File: config.mk
export PLATFORM = sky130hd
export DESIGN_NAME = sum_arbiter
export DESIGN_NICKNAME = d
export VERILOG_FILES = /design/src/rtl/sum_pkg.sv /design/src/rtl/sum_accum.sv /design/src/rtl/sum_arbiter.sv
export SDC_FILE = /design/constraint.sdc
export NUM_CORES = 1
export LEC_CHECK = 0
export CAP_MARGIN = 20
export CORE_ASPECT_RATIO = 1.75
export CORE_MARGIN = 2
export CORE_UTILIZATION = 40
export CTS_BUF_LIST = sky130_fd_sc_hd__clkbuf_2 sky130_fd_sc_hd__clkbuf_4 sky130_fd_sc_hd__clkbuf_8
export DETAILED_ROUTE_END_ITERATION = 10
export DONT_BUFFER_PORTS = 1
export PLACE_DENSITY = 0.58
export SYNTH_ARGS = -nofsm -noshare
export SYNTH_HDL_FRONTEND = slang
export SYNTH_HIERARCHICAL = 1
export SYNTH_SLANG_ARGS = --single-unit
File: constraint.sdc
create_clock -name clk -period 8.74 [get_ports clk]
set_clock_uncertainty 0.2 [all_clocks]
set_input_delay 1.748 -clock clk [delete_from_list [all_inputs] [get_ports clk]]
set_output_delay 1.748 -clock clk [all_outputs]
set_load 0.05 [all_outputs]
File: src/rtl/sum_pkg.sv
// Shared types for the summing arbiter: FSM state encoding and default data width.
// No logic; latency n/a; backpressure n/a.
package sum_pkg;

  localparam int SUM_W = 16;

  typedef enum logic [1:0] {
    IDLE = 2'd0,
    ACC  = 2'd1,
    DONE = 2'd2
  } state_t;

endpackage

File: src/rtl/sum_accum.sv
// Session accumulator: clear, conditional add, wrap or saturate (SUM_SAT_EN).
// Latency: result visible one cycle after add_en.
// Backpressure: none; holds its value whenever add_en and clr are low.
module sum_accum
  import sum_pkg::*;
#(
  parameter int W = SUM_W
) (
  input  logic         clk,
  input  logic         rst,
  input  logic         clr,
  input  logic         add_en,
  input  logic [W-1:0] din,
  output logic [W-1:0] acc
);

  logic [W-1:0] acc_nxt;

`ifdef SUM_SAT_EN
  logic [W:0] acc_ext;

  // The carry out of the widened add marks overflow; pin to all-ones from then on.
  always_comb begin
    acc_ext = {1'b0, acc} + {1'b0, din};
    acc_nxt = acc_ext[W] ? {W{1'b1}} : acc_ext[W-1:0];
  end
`else
  always_comb begin
    acc_nxt = acc + din;
  end
`endif

  always_ff @(posedge clk) begin
    if (rst) begin
      acc <= '0;
    end else if (clr) begin
      acc <= '0;
    end else if (add_en) begin
      acc <= acc_nxt;
    end
  end

endmodule

File: src/rtl/sum_arbiter.sv
// Round-robin arbiter granting one requester a zero-terminated summing session (SUM_SAT_EN saturates).
// Latency: done pulses k+3 cycles after req rises for k nonzero words plus terminator.
// Backpressure: none; non-granted requesters wait at req level, dropping req aborts the session.
module sum_arbiter
  import sum_pkg::*;
#(
  parameter int NREQ = 4,
  parameter int W    = SUM_W
) (
  input  logic                    clk,
  input  logic                    rst,
  input  logic [NREQ-1:0]         req,
  input  logic [NREQ*W-1:0]       data,
  output logic [NREQ-1:0]         gnt,
  output logic                    done,
  output logic [$clog2(NREQ)-1:0] done_id,
  output logic [W-1:0]            sum
);

  localparam int IDW = $clog2(NREQ);

  state_t         state;
  state_t         state_nxt;
  logic [IDW-1:0] cur_id;
  logic [IDW-1:0] last_id;
  logic [IDW-1:0] win_id;
  logic [IDW-1:0] cand;
  logic           win_vld;
  logic           cur_req;
  logic [W-1:0]   cur_data;
  logic [W-1:0]   acc;
  logic           start;
  logic           abort;
  logic           finish;
  logic           acc_clr;
  logic           acc_add;

  // Search starts just above the previous owner so every requester eventually wins.
  always_comb begin
    win_vld = 1'b0;
    win_id  = '0;
    cand    = '0;
    for (int k = 1; k <= NREQ; k++) begin
      cand = IDW'((int'(last_id) + k) % NREQ);
      if (!win_vld && req[cand]) begin
        win_vld = 1'b1;
        win_id  = cand;
      end
    end
  end

  always_comb begin
    cur_req  = req[cur_id];
    cur_data = data[int'(cur_id)*W +: W];
  end

  always_comb begin
    state_nxt = state;
    start     = 1'b0;
    abort     = 1'b0;
    finish    = 1'b0;
    acc_clr   = 1'b0;
    acc_add   = 1'b0;
    case (state)
      IDLE: begin
        if (win_vld) begin
          state_nxt = ACC;
          start     = 1'b1;
          acc_clr   = 1'b1;
        end
      end
      ACC: begin
        if (!cur_req) begin
          state_nxt = IDLE;
          abort     = 1'b1;
        end else if (cur_data == '0) begin
          state_nxt = DONE;
        end else begin
          acc_add = 1'b1;
        end
      end
      DONE: begin
        state_nxt = IDLE;
        finish    = 1'b1;
      end
      default: begin
        state_nxt = IDLE;
      end
    endcase
  end

  always_ff @(posedge clk) begin
    if (rst) begin
      state <= IDLE;
    end else begin
      state <= state_nxt;
    end
  end

  always_ff @(posedge clk) begin
    if (rst) begin
      gnt     <= '0;
      cur_id  <= '0;
      last_id <= IDW'(NREQ - 1);
      done    <= 1'b0;
      done_id <= '0;
      sum     <= '0;
    end else begin
      done <= finish;
      if (start) begin
        cur_id <= win_id;
        gnt    <= {{(NREQ-1){1'b0}}, 1'b1} << win_id;
      end else if (state_nxt != ACC) begin
        gnt <= '0;
      end
      if (finish || abort) begin
        last_id <= cur_id;
      end
      // An aborted session never reaches here, so sum keeps the last completed result.
      if (finish) begin
        done_id <= cur_id;
        sum     <= acc;
      end
    end
  end

  sum_accum #(
    .W(W)
  ) u_accum (
    .clk   (clk),
    .rst   (rst),
    .clr   (acc_clr),
    .add_en(acc_add),
    .din   (cur_data),
    .acc   (acc)
  );

endmodule

# Yosys cells after proc, flatten, opt, wreduce, memory -nomap -nowiden
# Index checks and enable logic that the tools add are counted.
[op_classes]
multipliers = 0
muxes = 32
n_div = 0
reduce_logical = 11
eq_ne = 3
n_lt_le_gt_ge = 5
add_sub_neg = 5
n_shift = 2
bitwise = 0
[op_table]
columns = ["operator", "count"]
rows = [
  ["64-bit by 7-bit variable part select with 16-bit output", 1],
  ["1-bit 2-to-1 mux", 17],
  ["16-bit adder", 1],
  ["16-bit zero test", 1],
  ["2-bit by 3-bit less-than comparator with 1-bit output, second input constant", 5],
  ["2-bit 2-to-1 mux", 7],
  ["1-bit binary-select mux with 2-bit select", 5],
  ["4-bit 2-to-1 mux", 2],
  ["2-bit by 1-bit adder with 2-bit output, second input constant", 2],
  ["2-bit adder, second input constant", 2],
  ["2-bit one-hot mux with 2 select lines", 1],
  ["1-bit by 2-bit << shifter with 4-bit output, first input constant", 1],
  ["1-bit logical AND", 3],
  ["1-bit zero test", 3],
  ["2-bit by 1-bit == test with 1-bit output, second input constant", 1],
  ["2-bit == test, second input constant", 1],
  ["2-bit zero test", 1],
  ["2-bit by 1-bit != test with 1-bit output, second input constant", 1],
  ["2-bit nonzero test", 1],
  ["2-bit OR reduction", 1],
  ["1-bit logical OR", 1],
]
[word_totals]
mem_bits_ro = 0
input_bits = 70
regBits = 45
mem_count = 0
latchBits = 0
mem_bits_rw = 0
output_inout_bits = 23
word_cells = 66

# Longest topological paths before layout
[depth]
depth_word = 18
ltp_mapped = 11
mapped_depth_nobuf = 9

# By module
# Netlist, hierarchy kept.
[by_module_without_submodules]
columns = ["module", "seq_area_each_um2", "instances", "cells_each", "area_per_inst_um2"]
rows = [
  ["sum_arbiter", 580.6, 1, 164, 1552.7],
  ["sum_accum", 320.3, 1, 154, 1330.0],
]

# Worst setup path after synthesis
# No wires, ideal clock.
[synth_path]
path_type = "input -> register"
startpoint = "input port data[48]"
endpoint = "register u_accum.acc[12]"
stages = 9
t_required_ns = 8.478
setup_slack_ns = 4.571
arrival_time_ns = 3.907
n_path_buf = 0
setup_ns = 0.062
path_cell_list = "mux4_2 ha_1 fa_1 a21oi_1 o21ai_1 a221oi_2 o21ai_1 a211o_1 nand3_1"
[synth_between]
elab_chain_cells = 5
word_cells_on_any_way = 6
classes_between = "1 x add/sub; 1 x shift; 3 x mux; 1 x reduce/logical"
[synth_rtl]
columns = ["item", "line_no", "source"]
rows = [
  ["start, declared", "sum_arbiter.sv:13", "input logic [NREQ*W-1:0] data,"],
  ["64-bit by 7-bit variable part select with 16-bit output *", "sum_arbiter.sv:54", "cur_data = data[int'(cur_id)*W +: W];"],
  ["branches (longest 4 deep; another with 16-bit adder)", "--", ""],
  ["end signal, assigned", "sum_accum.sv:39", "acc <= acc_nxt;"],
  ["end, declared", "sum_accum.sv:14", "output logic [W-1:0] acc"],
]
# Mark *: on every way between the ends.
# A chain may end at the register's enable or synchronous reset.

# Final worst setup path
# Same ends and word-level chain as after synthesis.

==> metrics.txt <==
CP endpoint kind=flop; crit-path max FO=3; DRT Wirelength=between 7 and 8 mm; critical path, cell by cell=mux4_2 > ha_1 > fa_1 > a21oi_1 > o21ai_1 > a221oi_2 > o21ai_1 > a211o_1 > nand3_1; clock share of power=0.326; Cell variety after synth=55; area of the multi-input gates=about 1900 um2; Fmax=~240 MHz; DRC viols=0; CTS Buf Count=5; DR iter-0 viols=~100; Final Hold Viols=0; Layout fillers=714; Max Buffers Root-to-Sink=2; max_slew headroom=0.396; share of cells above drive strength 1=0.131; MaxCap Viol Count=0; Gate power share=0.268; RSZ-0062 raised after global routing=no; Final setup viols=0; Max VDD drop=a little under 80 uV; Antenna Nets Post-Route=0; drt pass-1 iters=4; GPL Wtd Cong=about 0.9; Post-Synthesis Cells=318; hold crit path type=flop to flop; CTS resizes=0; Starting Density=0.407; die area=~7900 um2; status=completed; mapped cell area=2880 um2; CP Data Arrival Time=around 4.2 ns; number of H-tree levels=2; PwrDens=about 190 nW/um2; M3 GR Usage=0.0328; postcts setup bufs=0; met2 usage=0.377; PortBufs=0; met1 usage=0.227; Syn Area/Cell=between 9 and 10 um2; leading cell types in the layout, fill and taps excluded=nand2_1, dfxtp_1, a21oi_1; LEAKAGE=about 0.0011 uW; vias per cell=between 6 and 7; Tmin final=around 4.1 ns; die width=between 60 and 70 um; Int Pwr=approximately 400 uW; Area growth, synth to finish=6.12%; sequential share of the synthesized area=0.313; most common cell after layout, fill and taps aside=nand2_1; count of state elements after synthesis=between 40 and 50; first-pass GRT wire length=12.2 mm; Placeable Area=slightly above 7000 um2; Slew @ Worst Pin=about 0.9 ns; vias in the first global route=2447; FFs w/ async S/R, synth=0; P_sw=roughly 180 uW; period utilisation layout=0.473; critical path's largest stage delay=0.46 ns; Reg power frac=0.406; Clock transition at path regs=around 0.080 ns; most frequent CP cell=o21ai_1; Syn Nets=between 400 and 500; initial antenna violation count=0; FF+latch area=between 900 and 1000 um2; # diodes=0; top_reg_cell synth=dfxtp_1; Pwr Total=573 uW; Post-Route Setup TNS=0 ns; Slowest cell on crit path=mux4_2; cts hold-fix bufs=0; yosys warns=6; Slew Viols, Final=0; Final HPWL DP=6.05 mm; final net count=398; Die Span Y=roughly 120 um; number of synthesized flops with an enable pin=0; Startpoint Class=input port; via count=approximately 2400; IO Pins=between 90 and 100; kind of critical path=input port to flop; Clock Latency Late Sink=0.30 ns; CTS tree=done; GRT Overall Usage=0.207; clk sinks=45; Worst Path Required=about 9 ns; GR peak layer=met2; Root Buffer=clkbuf_8; row count=41; routed len/inst=around 19 um; largest net degree at the start of global routing=27; global route overflow=0; switch share=0.307
-- cells by family after synthesis --
kind of cell,after synthesis,share of synthesized area
buf+inv,22,0.0386
simple gates,119,0.194
mux,28,0.172
fa+ha+maj,16,0.0720
xor+xnor,9,0.0273
flops,45,0.312
compound gates,79,0.183
-- cells in the mapped netlist (all sizes together), types with 3 or more instances --
cell    instances  area (um2)
a211oi          4        35.0
a21o            7        52.6
a21oi          30         154
a31oi           3        18.8
and3            5        41.3
buf             7        53.8
clkbuf          9        33.8
dfxtp          45         901
ha             15         188
inv             5        18.8
mux2i          11         110
mux4           17         387
nand2          56         213
nand2b          4        25.0
nand3          10        50.1
nor2           23        86.3
nor2b           3        18.8
nor3            3        20.0
nor4            6        37.5
o211ai          3        27.5
o21a            4        30.0
o21ai          10        50.0
o22ai           6        37.5
xnor2           5        43.8
xor2            4        35.0
-- layer usage --
layer,part of all wire,vias up
met4,0.041,0
met5,0,-
met2,0.55,64
li1,-,1159
met1,0.37,1168
met3,0.040,15
-- path summary, 6_finish.rpt --
check             cells past startpoint             from               to  slack [ns]
hold reg to reg                       2  u_accum/acc[11]          sum[11]        0.27
setup / recovery                      9         data[48]  u_accum/acc[12]        4.61
hold / removal                        2  u_accum/acc[11]          sum[11]        0.27
setup reg to reg                     10        cur_id[0]  u_accum/acc[12]        5.03
-- sequential cells by signal (all words and copies together), names as in the netlist --
register	flops
sum	16
state	2
done	1
u_accum/acc	16
done_id	2
gnt	4
last_id	2
cur_id	2
-- cell type report --
class | count | share of cell area
inverter | 6 | 0.00777
clock buffer | 5 | 0.0225
multi-input combinational | 251 | 0.611
clock inverter | 3 | 0.0213
tap | 86 | 0.0352
sequential | 45 | 0.294
timing repair buffer | 3 | 0.00736
-- power by group through the flow --
stage          clock network [uW]  logic, uW  registers [uW]
2_1_floorplan                   0        134             229
3_3_place_gp                    0        151             237
3_5_place_dp                    0        152             238
4_1_cts                       193        153             233
5_1_grt                       198        169             234
6_report                      187        154             233
-- critical path, delay by kind of cell --
kind,cells,cell delay [ns]
AOI/OAI and AO/OA,5,1.22
and+or+nand+nor,1,0.08
adders and majority gates,2,0.66
muxes,1,0.46
-- through the flow --
step | instances | hold slack [ns] | worst slack (ns) | area, um2 | utilization
2_1_floorplan | 318 | 0.245 | 4.57 | 2880 | -
3_3_place_gp | 391 | 0.258 | 4.30 | 2930 | 0.413
3_5_place_dp | 391 | 0.269 | 4.30 | 2930 | 0.413
4_1_cts | 399 | 0.282 | 4.61 | 3060 | 0.432
5_1_grt | 399 | 0.300 | 4.41 | 3060 | 0.432
6_report | 399 | 0.275 | 4.61 | 3060 | 0.432
No activity file was read; power rests on OpenSTA's default activity.
